==> config.mk <==
export PLATFORM = sky130hd
export DESIGN_NAME = pong_score_fsm
export DESIGN_NICKNAME = d
export VERILOG_FILES = /design/src/rtl/pong_pkg.sv /design/src/rtl/bcd_score_counter.sv /design/src/rtl/pong_score_fsm.sv
export SDC_FILE = /design/constraint.sdc
export NUM_CORES = 1
export LEC_CHECK = 0
export ABC_AREA = 0
export BUFFER_PORTS_ARGS = -buffer_cell sky130_fd_sc_hd__buf_2
export CAP_MARGIN = 20
export CORE_ASPECT_RATIO = 0.6
export CORE_UTILIZATION = 50
export CTS_BUF_LIST = sky130_fd_sc_hd__clkbuf_8
export CTS_CLUSTER_SIZE = 28
export DETAILED_ROUTE_END_ITERATION = 8
export GPL_TIMING_DRIVEN = 0
export PLACE_DENSITY = 0.73
export SLEW_MARGIN = 40
export SYNTH_ARGS = -nofsm -noshare
export SYNTH_HDL_FRONTEND = slang
export SYNTH_HIERARCHICAL = 1
export SYNTH_SLANG_ARGS = --single-unit
==> constraint.sdc <==
create_clock -name clk -period 2.6 [get_ports clk]
set_clock_uncertainty 0.2 [all_clocks]
set_input_delay 0.39 -clock clk [delete_from_list [all_inputs] [get_ports clk]]
set_output_delay 0.39 -clock clk [all_outputs]
set_load 0.005 [all_outputs]
==> src/rtl/pong_pkg.sv <==
// Shared types and constants for the pong game-control logic.
package pong_pkg;

  // Game phases. Any other encoding is treated as corrupt and recovers to ST_NEWGAME.
  typedef enum logic [1:0] {
    ST_NEWGAME = 2'd0,
    ST_PLAY    = 2'd1,
    ST_NEWBALL = 2'd2,
    ST_OVER    = 2'd3
  } state_t;

  // One BCD digit.
  typedef logic [3:0] bcd_t;

  // Winner codes. Bit 0 means the left player won and bit 1 means the right player won.
  localparam logic [1:0] WIN_NONE  = 2'b00;
  localparam logic [1:0] WIN_LEFT  = 2'b01;
  localparam logic [1:0] WIN_RIGHT = 2'b10;
  localparam logic [1:0] WIN_TIE   = 2'b11;

  // Default game constants. The tick counts assume a 60 Hz frame rate.
  localparam int DEF_WIN_SCORE     = 11;
  localparam int DEF_NEWBALL_TICKS = 120;
  localparam int DEF_OVER_TICKS    = 180;

  // Two-digit BCD increment that saturates at 99. Returns {tens, ones}.
  function automatic logic [7:0] bcd_inc(input bcd_t tens, input bcd_t ones);
    logic [7:0] res;
    if (tens == 4'd9 && ones == 4'd9) begin
      res = {tens, ones};
    end else if (ones == 4'd9) begin
      res = {tens + 4'd1, 4'd0};
    end else begin
      res = {tens, ones + 4'd1};
    end
    return res;
  endfunction

endpackage

==> src/rtl/bcd_score_counter.sv <==
// Two-digit BCD score counter with a clear input and saturation at 99.
module bcd_score_counter
  import pong_pkg::*;
(
  input  logic clk,
  input  logic reset,
  input  logic clr,
  input  logic inc,
  output bcd_t tens,
  output bcd_t ones
);

  // Score register. A clear takes priority over an increment.
  always_ff @(posedge clk) begin
    if (reset || clr) begin
      tens <= 4'd0;
      ones <= 4'd0;
    end else if (inc) begin
      {tens, ones} <= bcd_inc(tens, ones);
    end
  end

endmodule

==> src/rtl/pong_score_fsm.sv <==
// Pong game-phase sequencer and scoreboard.
// Miss pulses score points during PLAY, and frame ticks time the serve delay and the game-over hold.
// Every output is registered. A miss pulse in cycle n shows up on the digits and flags in cycle n+1.
module pong_score_fsm
  import pong_pkg::*;
#(
  parameter int WIN_SCORE     = DEF_WIN_SCORE,
  parameter int NEWBALL_TICKS = DEF_NEWBALL_TICKS,
  parameter int OVER_TICKS    = DEF_OVER_TICKS
) (
  input  logic       clk,
  input  logic       reset,
  input  logic       refr_tick,
  input  logic       btn_start,
  input  logic       miss_l,
  input  logic       miss_r,
  output bcd_t       dig0,
  output bcd_t       dig1,
  output bcd_t       dig2,
  output bcd_t       dig3,
  output logic       ball_still,
  output logic       show_rules,
  output logic       game_over,
  output logic [1:0] winner,
  output state_t     state_dbg,
  output logic [7:0] timer_dbg
);

  localparam bcd_t       WIN_TENS = bcd_t'(WIN_SCORE / 10);
  localparam bcd_t       WIN_ONES = bcd_t'(WIN_SCORE % 10);
  localparam logic [7:0] NB_LOAD  = 8'(NEWBALL_TICKS);
  localparam logic [7:0] OV_LOAD  = 8'(OVER_TICKS);

  state_t     state, state_nxt;
  logic [7:0] timer, timer_nxt;
  logic [1:0] winner_nxt;
  logic       btn_q;
  logic       start_edge;
  logic       clr_scores, inc_l, inc_r;
  logic [7:0] post_l, post_r;
  logic       l_win, r_win;
  bcd_t       l_tens, l_ones, r_tens, r_ones;

  assign start_edge = btn_start & ~btn_q;

  // Left player's score. It is advanced when the right paddle misses.
  bcd_score_counter u_left (
    .clk   (clk),
    .reset (reset),
    .clr   (clr_scores),
    .inc   (inc_l),
    .tens  (l_tens),
    .ones  (l_ones)
  );

  // Right player's score. It is advanced when the left paddle misses.
  bcd_score_counter u_right (
    .clk   (clk),
    .reset (reset),
    .clr   (clr_scores),
    .inc   (inc_r),
    .tens  (r_tens),
    .ones  (r_ones)
  );

  assign dig0      = l_ones;
  assign dig1      = l_tens;
  assign dig2      = r_ones;
  assign dig3      = r_tens;
  assign state_dbg = state;
  assign timer_dbg = timer;

  // Next-state, timer and scoring decisions.
  // The win check uses the post-increment score, so the winning point goes straight to OVER.
  always_comb begin
    state_nxt  = state;
    timer_nxt  = timer;
    winner_nxt = winner;
    clr_scores = 1'b0;
    inc_l      = 1'b0;
    inc_r      = 1'b0;
    post_l     = miss_r ? bcd_inc(l_tens, l_ones) : {l_tens, l_ones};
    post_r     = miss_l ? bcd_inc(r_tens, r_ones) : {r_tens, r_ones};
    l_win      = (post_l == {WIN_TENS, WIN_ONES});
    r_win      = (post_r == {WIN_TENS, WIN_ONES});
    case (state)
      ST_NEWGAME: begin
        if (start_edge) begin
          clr_scores = 1'b1;
          winner_nxt = WIN_NONE;
          state_nxt  = ST_PLAY;
        end
      end
      ST_PLAY: begin
        if (miss_l || miss_r) begin
          inc_l = miss_r;
          inc_r = miss_l;
          if (l_win || r_win) begin
            winner_nxt = {r_win, l_win};
            timer_nxt  = OV_LOAD;
            state_nxt  = ST_OVER;
          end else begin
            timer_nxt = NB_LOAD;
            state_nxt = ST_NEWBALL;
          end
        end
      end
      ST_NEWBALL: begin
        if (refr_tick && timer != 8'd0) begin
          timer_nxt = timer - 8'd1;
          if (timer == 8'd1) state_nxt = ST_PLAY;
        end
      end
      ST_OVER: begin
        if (refr_tick && timer != 8'd0) begin
          timer_nxt = timer - 8'd1;
          if (timer == 8'd1) state_nxt = ST_NEWGAME;
        end
      end
      default: begin
        state_nxt = ST_NEWGAME;
        timer_nxt = 8'd0;
      end
    endcase
  end

  // State, timer, start-edge and output-flag registers.
  // The flags are decoded from the next state so that they change on the same edge as the state.
  always_ff @(posedge clk) begin
    if (reset) begin
      state      <= ST_NEWGAME;
      timer      <= 8'd0;
      btn_q      <= 1'b0;
      winner     <= WIN_NONE;
      ball_still <= 1'b1;
      show_rules <= 1'b1;
      game_over  <= 1'b0;
    end else begin
      state      <= state_nxt;
      timer      <= timer_nxt;
      btn_q      <= btn_start;
      winner     <= winner_nxt;
      ball_still <= (state_nxt != ST_PLAY);
      show_rules <= (state_nxt == ST_NEWGAME);
      game_over  <= (state_nxt == ST_OVER);
    end
  end

endmodule
==> After elaboration in Yosys (flattened, before gate mapping) <==
Index checks and enable logic that the tools add are counted.
W data, S select, Z words.
{ "word_totals": {"register_bits": 32, "input_bits": 6, "out_inout_bits": 31, "elab_cells": 76} }
{ "op_classes": {"add_sub_neg": 5, "eq_ne": 16, "mux": 28, "n_bitwise": 2, "n_reduce_logical": 14} }
{ "op_table": {"columns": ["cell", "count"], "rows": [
  ["$mux W8", 9],
  ["$mux W2", 9],
  ["$add A4 B1 Y4 const B", 4],
  ["$eq A4 B4 Y1 const B", 4],
  ["$eq A8 B5 Y1 const B", 2],
  ["$pmux W8 S2", 1],
  ["$eq A8 B1 Y1 const B", 1],
  ["$pmux W2 S4", 1],
  ["$reduce_bool A8 Y1", 1],
  ["$sub A8 B1 Y8 const B", 1],
  ["$mux W1", 7],
  ["$eq A2 B2 Y1 const B", 3],
  ["$ne A2 B2 Y1 const B", 3],
  ["$logic_not A2 Y1", 2],
  ["$ne A2 B1 Y1 const B", 2],
  ["$pmux W2 S2", 1],
  ["$reduce_and A4 Y1", 1],
  ["$reduce_bool A2 Y1", 2],
  ["$logic_and A1 B1 Y1", 3],
  ["$logic_or A1 B1 Y1", 3],
  ["$reduce_and A3 Y1", 1],
  ["$eq A2 B1 Y1 const B", 1],
  ["$reduce_or A2 Y1", 1],
  ["$and A1 B1 Y1", 1],
  ["$not A1 Y1", 1]
]} }

==> Longest topological paths before layout <==
Gate-level depths: netlist of the first run.
{ "depth": {"depth_word": 10, "mapped_depth": 7, "mapped_depth_nobuf": 7} }

==> By module <==
The synthesis of the first run kept the hierarchy.
{ "modules_own_cells": {"columns": ["mod", "n_inst", "cells_each", "area_each_um2", "seq_area_each_um2"], "rows": [
  ["pong_score_fsm", 1, 127, 1036.0, 320.3],
  ["bcd_score_counter", 2, 49, 421.7, 160.2]
]} }

==> Worst setup path before layout of the first run <==
OpenSTA, ideal clock, no wires.
{ "synth_path": {"path_type": "register to register", "startpoint": "reg timer[0] (netlist: timer_dbg[0])", "endpoint": "reg timer[2] (netlist: timer_dbg[2])", "setup_ns": 0.118, "arrival_time_ns": 1.966, "path_slack_ns": 0.317, "stages_incl_launch_ff": 8, "period_less_slack_ns": 2.283, "path_cell_list": "dfxtp_1 inv_1 ha_1 or3b_2 o211ai_1 nand2_1 o21a_1 o2111a_1"} }
{ "synth_via": {"elab_chain_cells": 4, "elab_cells_between_ends": 7} }
{ "synth_rtl": {"columns": ["element", "line", "text"], "rows": [
  ["start: declaration", "pong_score_fsm.sv:35", "logic [7:0] timer, timer_nxt;"],
  ["start signal: assignment", "pong_score_fsm.sv:140", "timer <= timer_nxt;"],
  ["branches (longest 4 deep; another with $sub A8 B1 Y8)", null, null]
]} }
Parallel ways; which one is timed is not known. The select of a mux whose other input is x is not followed.
A chain may end at the register's enable or synchronous reset.

==> Worst setup path after layout of the first run <==
{ "layout_path": {"startpoint": "reg u_right.tens[0]", "endpoint": "reg timer[7] (netlist: timer_dbg[7])"} }
{ "layout_via": {"elab_chain_cells": 9, "elab_cells_between_ends": 11} }
{ "layout_rtl": {"columns": ["element", "line", "text"], "rows": [
  ["start: declaration", "bcd_score_counter.sv:9", "output bcd_t tens,"],
  ["start signal: assignment", "bcd_score_counter.sv:19", "{tens, ones} <= bcd_inc(tens, ones);"],
  ["$add A4 B1 Y4 or $eq A4 B4 Y1 (tied branches)", "pong_pkg.sv:32, pong_pkg.sv:29", null],
  ["$mux W8 or $logic_and A1 B1 Y1 (tied branches)", null, null],
  ["$mux W8", "pong_pkg.sv:29", "if (tens == 4'd9 && ones == 4'd9) begin"],
  ["$mux W8 *", "pong_score_fsm.sv:83", "post_r = miss_l ? bcd_inc(r_tens, r_ones) : {r_tens, r_ones};"],
  ["$eq A8 B5 Y1 *", "pong_score_fsm.sv:85", "r_win = (post_r == {WIN_TENS, WIN_ONES});"],
  ["$logic_or A1 B1 Y1 *", "pong_score_fsm.sv:98", "if (l_win || r_win) begin"],
  ["$mux W8 *", "pong_score_fsm.sv:98", null],
  ["$mux W8 *", "pong_score_fsm.sv:95", "if (miss_l || miss_r) begin"],
  ["$pmux W8 S2 *", "pong_score_fsm.sv:86", "case (state)"]
]} }
Mark *: on every way between the ends. The rest lies on a longest branch, timed or not. The select of a mux whose other input is x is not followed.

==> results of run 1 <==
through the flow:
| stage | instance area (µm²) | power (mW) | cells | worst slack [ps] |
|---|---|---|---|---|
| 4_1_cts | 2222 | 1.325 | 313 | 9.679 |
| 5_1_grt | 2245 | 1.387 | 316 | 34.92 |
| 3_5_place_dp | 2111 | 0.8462 | 305 | 23.79 |
| 2_1_floorplan | 1879 | 0.7585 | 225 | 316.7 |
| 6_report | 2245 | 1.328 | 316 | 111.5 |
| 3_3_place_gp | 2111 | 0.8405 | 305 | 60.28 |
worst max-delay path by stage:
stage	to	start	slack, ps	depth (start not counted)
2_1_floorplan	timer_dbg[2]$_SDFFE_PP0P_	timer_dbg[0]$_SDFFE_PP0P_	320	7
3_3_place_gp	timer_dbg[2]$_SDFFE_PP0P_	timer_dbg[1]$_SDFFE_PP0P_	60	7
3_5_place_dp	timer_dbg[2]$_SDFFE_PP0P_	timer_dbg[0]$_SDFFE_PP0P_	20	7
4_1_cts	timer_dbg[2]$_SDFFE_PP0P_	timer_dbg[0]$_SDFFE_PP0P_	10	7
5_1_grt	game_over$_SDFF_PP0_	u_right/ones[1]$_SDFFE_PP0P_	30	5
6_report	timer_dbg[7]$_SDFFE_PP0P_	u_right/tens[0]$_SDFFE_PP0P_	110	4
power by group through the flow:
stage	logic [mW]	registers (mW)	clock network, mW
global placement	0.265	0.576	0
floorplan	0.187	0.572	0
CTS	0.273	0.567	0.485
finish	0.282	0.568	0.478
detailed placement	0.270	0.577	0
global route	0.313	0.574	0.500
timing repair:
action                     in CTS  in global routing
setup buffers                   0                  3
setup endpoints to repair       0                  6
hold endpoints to repair        0                  0
state kept, by name, summed over array words and instances (netlist names), 2 cells and up:
register,cells
timer_dbg,8
state_dbg,2
u_left/tens,4
u_left/ones,4
winner,2
u_right/tens,4
u_right/ones,4
metal layers:
layer,track usage (%),share of wire (%)
met1,37.76,50
met2,35.15,42
met3,6.852,6.7
met4,9.821,1.1
met5,0,0
layout make-up:
class	instances	area, µm²	share of cell area (%)
Inverter	11	41.29	1.839
Clock inverter	3	42.54	1.895
Tap cell	45	56.30	2.508
Multi-Input combinational cell	174	1165	51.90
Timing Repair Buffer	38	197.7	8.807
Buffer	8	32.53	1.449
Sequential cell	32	640.6	28.54
Clock buffer	5	68.82	3.066
cell families after synthesis:
logic type,Yosys count,share of synthesized area [%]
DFF,32,34.09
buffers and inverters,19,3.928
muxes,7,3.862
AOI/OAI and AO/OA,49,17.78
adders and majority gates,7,4.660
xor gates and xnor gates,12,5.593
and+or+nand+nor,99,30.09
placed cells by master (no fill, tap or decap), types with 2 or more instances in the layout:
cell and instances:
mux2_2 2, inv_1 11, nor3_1 7, nand3b_1 4, nand2_1 15, nand3_2 2, and2_1 4, nor3b_1 2
ha_1 7, or4b_2 2, mux2i_1 5, clkbuf_8 5, o31ai_1 4, nand4_1 6, xor2_1 9, and4bb_1 2
a31oi_1 2, nor2_1 24, a22oi_1 2, o21ai_0 10, nand4bb_1 2, buf_2 37, nor2b_1 6, or2_1 2
o31a_1 2, nand3_1 8, dfxtp_1 32, o211ai_1 2, buf_4 3, xnor2_1 3, a21oi_1 11, o21ai_1 5
and3_1 3, or2_2 2, clkbuf_1 5
==> key figures, run 1 <==
Die
  – Die Wd: 81.15 µm
  – Core Region: 0.003423 mm²
  – Die span in y: 49.49 µm
  – Die area: 0.004016 mm²
  – Initial Utilization: 54.90%
  – Number of I/O pins: 37
  – Num rows: 16

Layout
  – Share of cells above drive strength 1: 22.88%
  – Final net count: 283
  – Synthesis-to-layout area growth: 19.44%
  – Diodes inserted: 0
  – # fillers: 319
  – Share of the core filled with cells: 65.57%

Timing
  – Final TNS setup: 0 ps
  – Slew margin rel.: 48.25%
  – Period utilization: 95.71%
  – Final hold violation count: 0
  – Final Critical Period: 2488 ps
  – # setup viols final: 0
  – Worst-margin pin slew: 771.1 ps
  – Min Hold Slack: 148.2 ps
  – RSZ-0062 raised after global routing: no
  – Fin. max-slew vios: 0
  – Maximum clock frequency: 401.9 MHz

Clock tree
  – TritonCTS clock tree: done
  – Root buffer cell: clkbuf_8
  – Gates resized, CTS repair: 0
  – H-tree lvl count: 2
  – Clock transition at path regs: 80 ps
  – Max clock buf depth: 2
  – # clock sinks: 32
  – Clock latency at the later pin of the worst-skew pair: 290 ps
  – Hold buffers post-CTS: 0
  – Total CTS buffers: 5

Yosys
  – Synth area leader: dfxtp_1
  – Syn avg cell area: 8.352 µm²
  – Top cells by count, synth: dfxtp_1, nor2_1, nand2_1
  – Ys flop type: dfxtp_1
  – #FFs+latches synth: 32
  – Mapped Cells: 225
  – Post-synth net total: 238
  – Fraction of registers with async set/reset: 0%
  – Yosys warning count: 6
  – Cells taking the most area after synthesis: dfxtp_1, nor2_1, ha_1
  – Most common cell in the netlist: dfxtp_1
  – Cell Area, Synth: 0.001879 mm²
  – Synth top area share: 34.09%
  – Synth unique cells: 53
  – Post-synth EDFFs: 0
  – Sequential share of the synthesized area: 34.09%

Critical path
  – CP Launch Type: register
  – Crit end category: register
  – Path depth of the worst reg2reg path: 4
  – Flop2flop setup slack: 110 ps
  – Slowest CP cell: or4b_2
  – Critical R2R Launch: u_right/tens[0]$_SDFFE_PP0P_
  – Setup Crit Path Kind: reg2reg
  – WP data required: 2600 ps
  – Crit-path max FO: 7
  – Crit path max-delay family: simple AND/OR/NAND/NOR gates
  – CP arrival: 2490 ps
  – Critical-path cell list: or4b_2, a2111o_1, o21ai_0, nor3b_1
  – Reg2Reg Capture Point: timer_dbg[7]$_SDFFE_PP0P_
  – CP peak stage delay: 670 ps
  – CP bufs+invs: 0

Worst hold path
  – Hold endpoint: btn_q$_SDFF_PP0_
  – Hold Path Stages: 2
  – Hold_sp: btn_start
  – Hold/Removal Path Class: in2reg

Power and ir drop
  – Clock power share: 36.0%
  – Sequential share of power: 42.7%
  – Comb power frac: 21.3%
  – Leakage power: 0.9057 nW
  – Internal power: 933.9 µW
  – Maximum vdd ir drop: 417.5 µV
  – Sw Pwr: 393.9 µW
  – PwrDens: 591.5 mW/mm²
  – Fraction of power spent switching nets: 29.67%

Detailed routing
  – DRT iter0 DRCs: 142
  – Drt pass-1 iters: 6
  – Via count: 1796
  – Post-DRT Antenna Nets: 0
  – DR WL/cell: 14.88 µm
  – Total Wirelength: 4702 µm
  – DRC viols: 0
  – DR vias/cell: 5.684

Job
  – Max Cap Viol: 0

Global route
  – Congestion Overflow GR: 0
  – Global-route wire length before repair: 7755 µm
  – Total GRT Usage: 25.69%
  – Largest net degree at the start of global routing: 14
  – Vias in the first global route: 1621
  – Initial antenna violation count: 0

Placement
  – GPL Wtd Cong: 0.8480
  – DP Wirelength: 3285 µm
  – IO buf count: 35

Outcome
  – Status: complete, no violations
Power figures use the tool's default switching activity.
==> run 2, diff against run 1 <==
--- a/config.mk
+++ b/config.mk
@@ -9,6 +9,7 @@
 export BUFFER_PORTS_ARGS = -buffer_cell sky130_fd_sc_hd__buf_2
 export CAP_MARGIN = 20
 export CORE_ASPECT_RATIO = 0.6
+export CORE_MARGIN = 3
 export CORE_UTILIZATION = 50
 export CTS_BUF_LIST = sky130_fd_sc_hd__clkbuf_8
 export CTS_CLUSTER_SIZE = 28
==> run 2 against run 1 <==
- core utilization decreased by 0.77 points
- flip-flop and latch count unchanged
- die area increased by 13%
- cell count unchanged
==> key figures, run 2 (synthesis results as in run 1) <==
Die
  – Number of I/O pins: 37 (unchanged)
  – Die area: 0.004554 mm² (+13%)
  – Die span in y: 53.49 µm (+8.1%)
  – Initial Utilization: 54.90% (unchanged)
  – Die Wd: 85.15 µm (+4.9%)
  – Num rows: 16 (unchanged)
  – Core Region: 0.003423 mm² (unchanged)

Power and ir drop
  – Fraction of power spent switching nets: 30.83% (+1.2 points)
  – Comb power frac: 23.0% (+1.7 points)
  – Clock power share: 29.8% (-6.2 points)
  – Sw Pwr: 369.8 µW (-6.1%)
  – Sequential share of power: 47.2% (+4.5 points)
  – Total design power: 1.199 mW (-9.7%)
  – Leakage power: 0.9010 nW (-0.53%)
  – Maximum vdd ir drop: 324.6 µV (-22%)
  – Internal power: 829.6 µW (-11%)
  – PwrDens: 540.6 mW/mm² (-8.6%)

Global route
  – Vias in the first global route: 1467 (-9.5%)
  – Total GRT Usage: 20.76% (-4.9 points)
  – Congestion Overflow GR: 0 (unchanged)
  – Initial antenna violation count: 0 (unchanged)
  – Largest net degree at the start of global routing: 14 (unchanged)
  – Global-route wire length before repair: 7286 µm (-6.0%)

Detailed routing
  – DR vias/cell: 5.611 (-1.3%)
  – Drt pass-1 iters: 4 (-2)
  – DRT iter0 DRCs: 149 (+4.9%)
  – Via count: 1773 (-1.3%)
  – Post-DRT Antenna Nets: 0 (unchanged)
  – Total Wirelength: 4436 µm (-5.7%)
  – DRC viols: 0 (unchanged)
  – DR WL/cell: 14.04 µm (-5.7%)

Clock tree
  – Post-CTS setup buffers: 0 (unchanged)
  – Max clock buf depth: 2 (unchanged)
  – Clock transition at path regs: 70 ps (about the same)
  – Root buffer cell: clkbuf_8
  – # clock sinks: 32 (unchanged)
  – Total CTS buffers: 5 (unchanged)
  – TritonCTS clock tree: done
  – Clock latency at the later pin of the worst-skew pair: 280 ps (about the same)
  – Hold buffers post-CTS: 0 (unchanged)
  – H-tree lvl count: 2 (unchanged)
  – Gates resized, CTS repair: 0 (unchanged)

Timing
  – # setup viols final: 0 (unchanged)
  – Final Critical Period: 2414 ps (-74.70 ps)
  – Final TNS setup: 0 ps (unchanged)
  – Slew margin rel.: 56.43% (+8.2 points)
  – Fin. max-slew vios: 0 (unchanged)
  – Maximum clock frequency: 414.3 MHz (+3.1%)
  – RSZ-0062 raised after global routing: no
  – Final hold violation count: 0 (unchanged)
  – Worst-margin pin slew: 649.2 ps (-122.0 ps)
  – Period utilization: 92.84% (-2.9 points)
  – Min Hold Slack: 155.0 ps (+6.798 ps)

Layout
  – Area of the multi-input gates: 0.001165 mm² (unchanged)
  – Share of the core filled with cells: 64.80% (-0.77 points)
  – Commonest cells after routing, fill and taps aside: buf_2, dfxtp_1, nor2_1, nand2_1, inv_1
  – Register area: 640.6 µm² (unchanged)
  – Share of cells above drive strength 1: 22.51% (-0.37 points)
  – Most common cell after layout, fill and taps aside: buf_2
  – Final net count: 284 (+0.35%)
  – Synthesis-to-layout area growth: 18.04%
  – Largest register FFs: 8 (unchanged)
  – Diodes inserted: 0 (unchanged)
  – # fillers: 307 (-3.8%)

Critical path
  – Setup Crit Path Kind: reg2reg
  – Slowest CP cell: or4b_2
  – CP bufs+invs: 0 (unchanged)
  – Critical-path cell list: or4b_2, nor4_2, a21oi_1, a221oi_4, nor2b_1
  – Crit-path max FO: 12 (+5)
  – Crit path max-delay family: simple AND/OR/NAND/NOR gates
  – CP arrival: 2430 ps (-60 ps)
  – WP data required: 2620 ps (+20 ps)
  – CP peak stage delay: 750 ps (+80 ps)
  – Crit end category: register
  – CP Launch Type: register

Job
  – Max Cap Viol: 0 (unchanged)

Placement
  – IO buf count: 35 (unchanged)
  – GPL Wtd Cong: 0.8226 (-3.0%)
  – DP Wirelength: 3239 µm (-1.4%)

Outcome
  – Status: complete, no violations

Worst hold path
  – Hold/Removal Path Class: in2reg
run 2: cell type report:
type | instances | share of cell area [%]
Timing Repair Buffer | 39 | 9.250
Sequential cell | 32 | 28.88
Clock buffer | 5 | 3.102
Inverter | 11 | 1.861
Buffer | 8 | 1.466
Multi-Input combinational cell | 174 | 52.51
Clock inverter | 2 | 0.3948
Tap cell | 45 | 2.538
run 2: worst paths after layout:
| check | from | to | slack, ps | depth (start not counted) |
|---|---|---|---|---|
| min | btn_start | btn_q$_SDFF_PP0_ | 160 | 2 |
| min reg2reg | winner[1]$_SDFFE_PP0P_ | winner[1]$_SDFFE_PP0P_ | 260 | 2 |
| max | u_right/ones[1]$_SDFFE_PP0P_ | game_over$_SDFF_PP0_ | 190 | 5 |
| max reg2reg | u_right/ones[1]$_SDFFE_PP0P_ | game_over$_SDFF_PP0_ | 190 | 5 |
run 2: per-stage QoR:
| step | cell area [µm²] | setup slack (ps) | std cells |
|---|---|---|---|
| 2_1_floorplan | 1879 | 316.7 | 225 |
| 3_5_place_dp | 2111 | 77.13 | 305 |
| 3_3_place_gp | 2111 | 59.90 | 305 |
| 6_report | 2218 | 186.3 | 316 |
| 4_1_cts | 2188 | 54.10 | 312 |
| 5_1_grt | 2218 | 52.77 | 316 |
run 2: layer usage:
layer | vias to the layer above | global-route usage (%) | routed length [µm]
li1 | 908 | - | -
met1 | 806 | 31.09 | 2360
met2 | 52 | 28.09 | 1769
met3 | 7 | 4.977 | 253
met4 | 0 | 7.105 | 53
met5 | - | 0 | 0
run 2: power groups by stage:
stage,Clock [mW],Combinational (mW),Sequential (mW)
6_report,0.358,0.275,0.566
3_5_place_dp,0,0.266,0.576
2_1_floorplan,0,0.187,0.572
5_1_grt,0.386,0.309,0.573
3_3_place_gp,0,0.265,0.576
4_1_cts,0.368,0.267,0.565
==> run 3, diff against run 2 <==
--- a/config.mk
+++ b/config.mk
@@ -8,14 +8,16 @@
 export ABC_AREA = 0
 export BUFFER_PORTS_ARGS = -buffer_cell sky130_fd_sc_hd__buf_2
 export CAP_MARGIN = 20
+export CELL_PAD_IN_SITES_DETAIL_PLACEMENT = 0
+export CELL_PAD_IN_SITES_GLOBAL_PLACEMENT = 1
 export CORE_ASPECT_RATIO = 0.6
 export CORE_MARGIN = 3
-export CORE_UTILIZATION = 50
+export CORE_UTILIZATION = 42
 export CTS_BUF_LIST = sky130_fd_sc_hd__clkbuf_8
 export CTS_CLUSTER_SIZE = 28
 export DETAILED_ROUTE_END_ITERATION = 8
 export GPL_TIMING_DRIVEN = 0
-export PLACE_DENSITY = 0.73
+export PLACE_DENSITY = 0.82
 export SLEW_MARGIN = 40
 export SYNTH_ARGS = -nofsm -noshare
 export SYNTH_HDL_FRONTEND = slang
==> run 3 against run 2 <==
- sequential share of layout area is 0.48 points lower
- core utilization down 11 points
- cell area increased by 1.7%
- global-route usage decreased by 2.5 points
- non-clock buffer count decreased by 2
- worst hold slack gained 2.1 ps
- via count stayed put
- routed wire length grew 5.7%
- die area increased by 17%
- cell count rose by 4.4%
- worst setup slack got worse by 25 ps
- combinational power barely moved
==> key figures, run 3 (synthesis results as in run 1) <==
Critical path
  – CP bufs+invs: 0 (unchanged)
  – Critical R2R Launch: u_right/tens[0]$_SDFFE_PP0P_
  – Crit path from: u_right/tens[0]$_SDFFE_PP0P_
  – Slowest CP cell: or4b_2
  – Setup Crit Path Kind: reg2reg
  – Flop2flop setup slack: 160 ps (-20 ps)
  – Critical-path cell list: or4b_2, a2111o_1, o21ai_0, o2111a_1
  – Critical path destination: timer_dbg[2]$_SDFFE_PP0P_
  – Reg2Reg Capture Point: timer_dbg[2]$_SDFFE_PP0P_
  – CP peak stage delay: 670 ps (-80 ps)
  – Crit end category: register
  – CP arrival: 2470 ps (+40 ps)
  – Crit-path max FO: 7 (-5)
  – CP Launch Type: register
  – Path depth of the worst reg2reg path: 4 (-1)
  – Cell count along the critical path: 4 (-1)
  – WP data required: 2630 ps (about the same)
  – Crit path max-delay family: compound AO/OA/AOI/OAI gates

Placement
  – IO buf count: 35 (unchanged)
  – GPL Wtd Cong: 0.7694 (-6.5%)
  – DP Wirelength: 3339 µm (+3.1%)

Die
  – Die Wd: 92.36 µm (+8.5%)
  – Num rows: 18 (+2)
  – Number of I/O pins: 37 (unchanged)
  – Core Region: 0.004212 mm² (+23%)
  – Die span in y: 57.82 µm (+8.1%)
  – Die area: 0.005340 mm² (+17%)
  – Initial Utilization: 44.62% (-10 points)

Clock tree
  – Clock latency at the later pin of the worst-skew pair: 280 ps (about the same)
  – Hold buffers post-CTS: 0 (unchanged)
  – Clock transition at path regs: 70 ps (about the same)
  – TritonCTS clock tree: done
  – Total CTS buffers: 5 (unchanged)
  – Gates resized, CTS repair: 0 (unchanged)
  – Max clock buf depth: 2 (unchanged)
  – Post-CTS setup buffers: 0 (unchanged)
  – H-tree lvl count: 2 (unchanged)
  – Root buffer cell: clkbuf_8
  – # clock sinks: 32 (unchanged)

Job
  – Max Cap Viol: 0 (unchanged)

Power and ir drop
  – Comb power frac: 20.8% (-2.2 points)
  – Fraction of power spent switching nets: 29.82% (-1.0 points)
  – Maximum vdd ir drop: 262.7 µV (-19%)
  – Sw Pwr: 396.0 µW (+7.1%)
  – Internal power: 932.1 µW (+12%)
  – Total design power: 1.328 mW (+11%)
  – Clock power share: 36.6% (+6.8 points)
  – PwrDens: 588.8 mW/mm² (+8.9%)
  – Sequential share of power: 42.7% (-4.5 points)
  – Leakage power: 0.9015 nW (about the same)

Layout
  – Commonest cells after routing, fill and taps aside: buf_2, dfxtp_1, nor2_1, nand2_1
  – Largest register FFs: 8 (unchanged)
  – Most common cell after layout, fill and taps aside: buf_2
  – Final net count: 282 (-0.70%)
  – Synthesis-to-layout area growth: 20.04%
  – Share of cells above drive strength 1: 22.59% (+0.083 points)
  – # fillers: 411 (+34%)
  – Diodes inserted: 0 (unchanged)

Timing
  – Period utilization: 93.80% (+0.96 points)
  – Fin. max-slew vios: 0 (unchanged)
  – Maximum clock frequency: 410.1 MHz (-1.0%)
  – Worst-margin pin slew: 656.6 ps (+7.473 ps)
  – Final TNS setup: 0 ps (unchanged)
  – RSZ-0062 raised after global routing: no
  – Min Hold Slack: 157.2 ps (+2.144 ps)
  – Final Critical Period: 2439 ps (+24.92 ps)
  – Final hold violation count: 0 (unchanged)
  – # setup viols final: 0 (unchanged)
  – Slew margin rel.: 55.93% (-0.50 points)

Detailed routing
  – DR WL/cell: 14.20 µm (+1.2%)
  – Via count: 1773 (unchanged)
  – DRT iter0 DRCs: 129 (-13%)
  – Post-DRT Antenna Nets: 0 (unchanged)
  – DRC viols: 0 (unchanged)
  – Total Wirelength: 4687 µm (+5.7%)
  – Drt pass-1 iters: 4 (unchanged)
  – DR vias/cell: 5.373 (-4.2%)

Outcome
  – Status: complete, no violations

Global route
  – Congestion Overflow GR: 0 (unchanged)
  – Total GRT Usage: 18.24% (-2.5 points)
  – Global-route wire length before repair: 7783 µm (+6.8%)
  – Initial antenna violation count: 0 (unchanged)
  – Largest net degree at the start of global routing: 14 (unchanged)
  – Vias in the first global route: 1555 (+6.0%)

Worst hold path
  – Hold/Removal Path Class: in2reg
run 3: cell types whose count changed in the layout (fill, tap and decap cells not counted), sizes merged:
cell,change
buf,-2
bufinv,+1
clkinvlp,+1
inv,-1
run 3: routing by layer:
metal  vias to the layer above  global-route usage [%]  wire (µm)
met2                        38                   24.95       1776
met3                         5                   4.799        190
met5                         -                       0          0
met4                         0                   3.171         23
li1                        896                       -          -
met1                       834                   28.54       2697
run 3: worst min-delay path by stage:
stage,to,startpoint,cells after the start
2_1_floorplan,winner[1]$_SDFFE_PP0P_,winner[1]$_SDFFE_PP0P_,2
3_3_place_gp,winner[1]$_SDFFE_PP0P_,winner[1]$_SDFFE_PP0P_,2
3_5_place_dp,winner[1]$_SDFFE_PP0P_,winner[1]$_SDFFE_PP0P_,2
4_1_cts,btn_q$_SDFF_PP0_,btn_start,2
5_1_grt,btn_q$_SDFF_PP0_,btn_start,2
6_report,btn_q$_SDFF_PP0_,btn_start,2
run 3: per-stage QoR:
stage          utilization (%)  std cells  setup slack, ps  cell area (µm²)
2_1_floorplan                -        225            316.7             1879
3_3_place_gp             50.56        320            36.19             2130
3_5_place_dp             50.56        320            34.74             2130
4_1_cts                  53.21        328            27.20             2241
5_1_grt                  53.57        330            3.148             2256
6_report                 53.57        330            161.3             2256
run 3: area by class of cell:
type	count	area [µm²]	area share, %
buffer	8	32.53	1.442
clock buffer	5	68.82	3.050
clock inverter	3	42.54	1.886
inverter	11	41.29	1.830
multi-input combinational	174	1165	51.64
sequential	32	640.6	28.40
tap	60	75.07	3.328
timing repair buffer	37	190.2	8.430
run 3: power groups by stage:
stage	registers [mW]	logic (mW)	clock network (mW)
floorplan	0.572	0.187	0
global placement	0.576	0.270	0
detailed placement	0.577	0.270	0
CTS	0.566	0.271	0.496
global route	0.574	0.311	0.514
finish	0.567	0.276	0.486
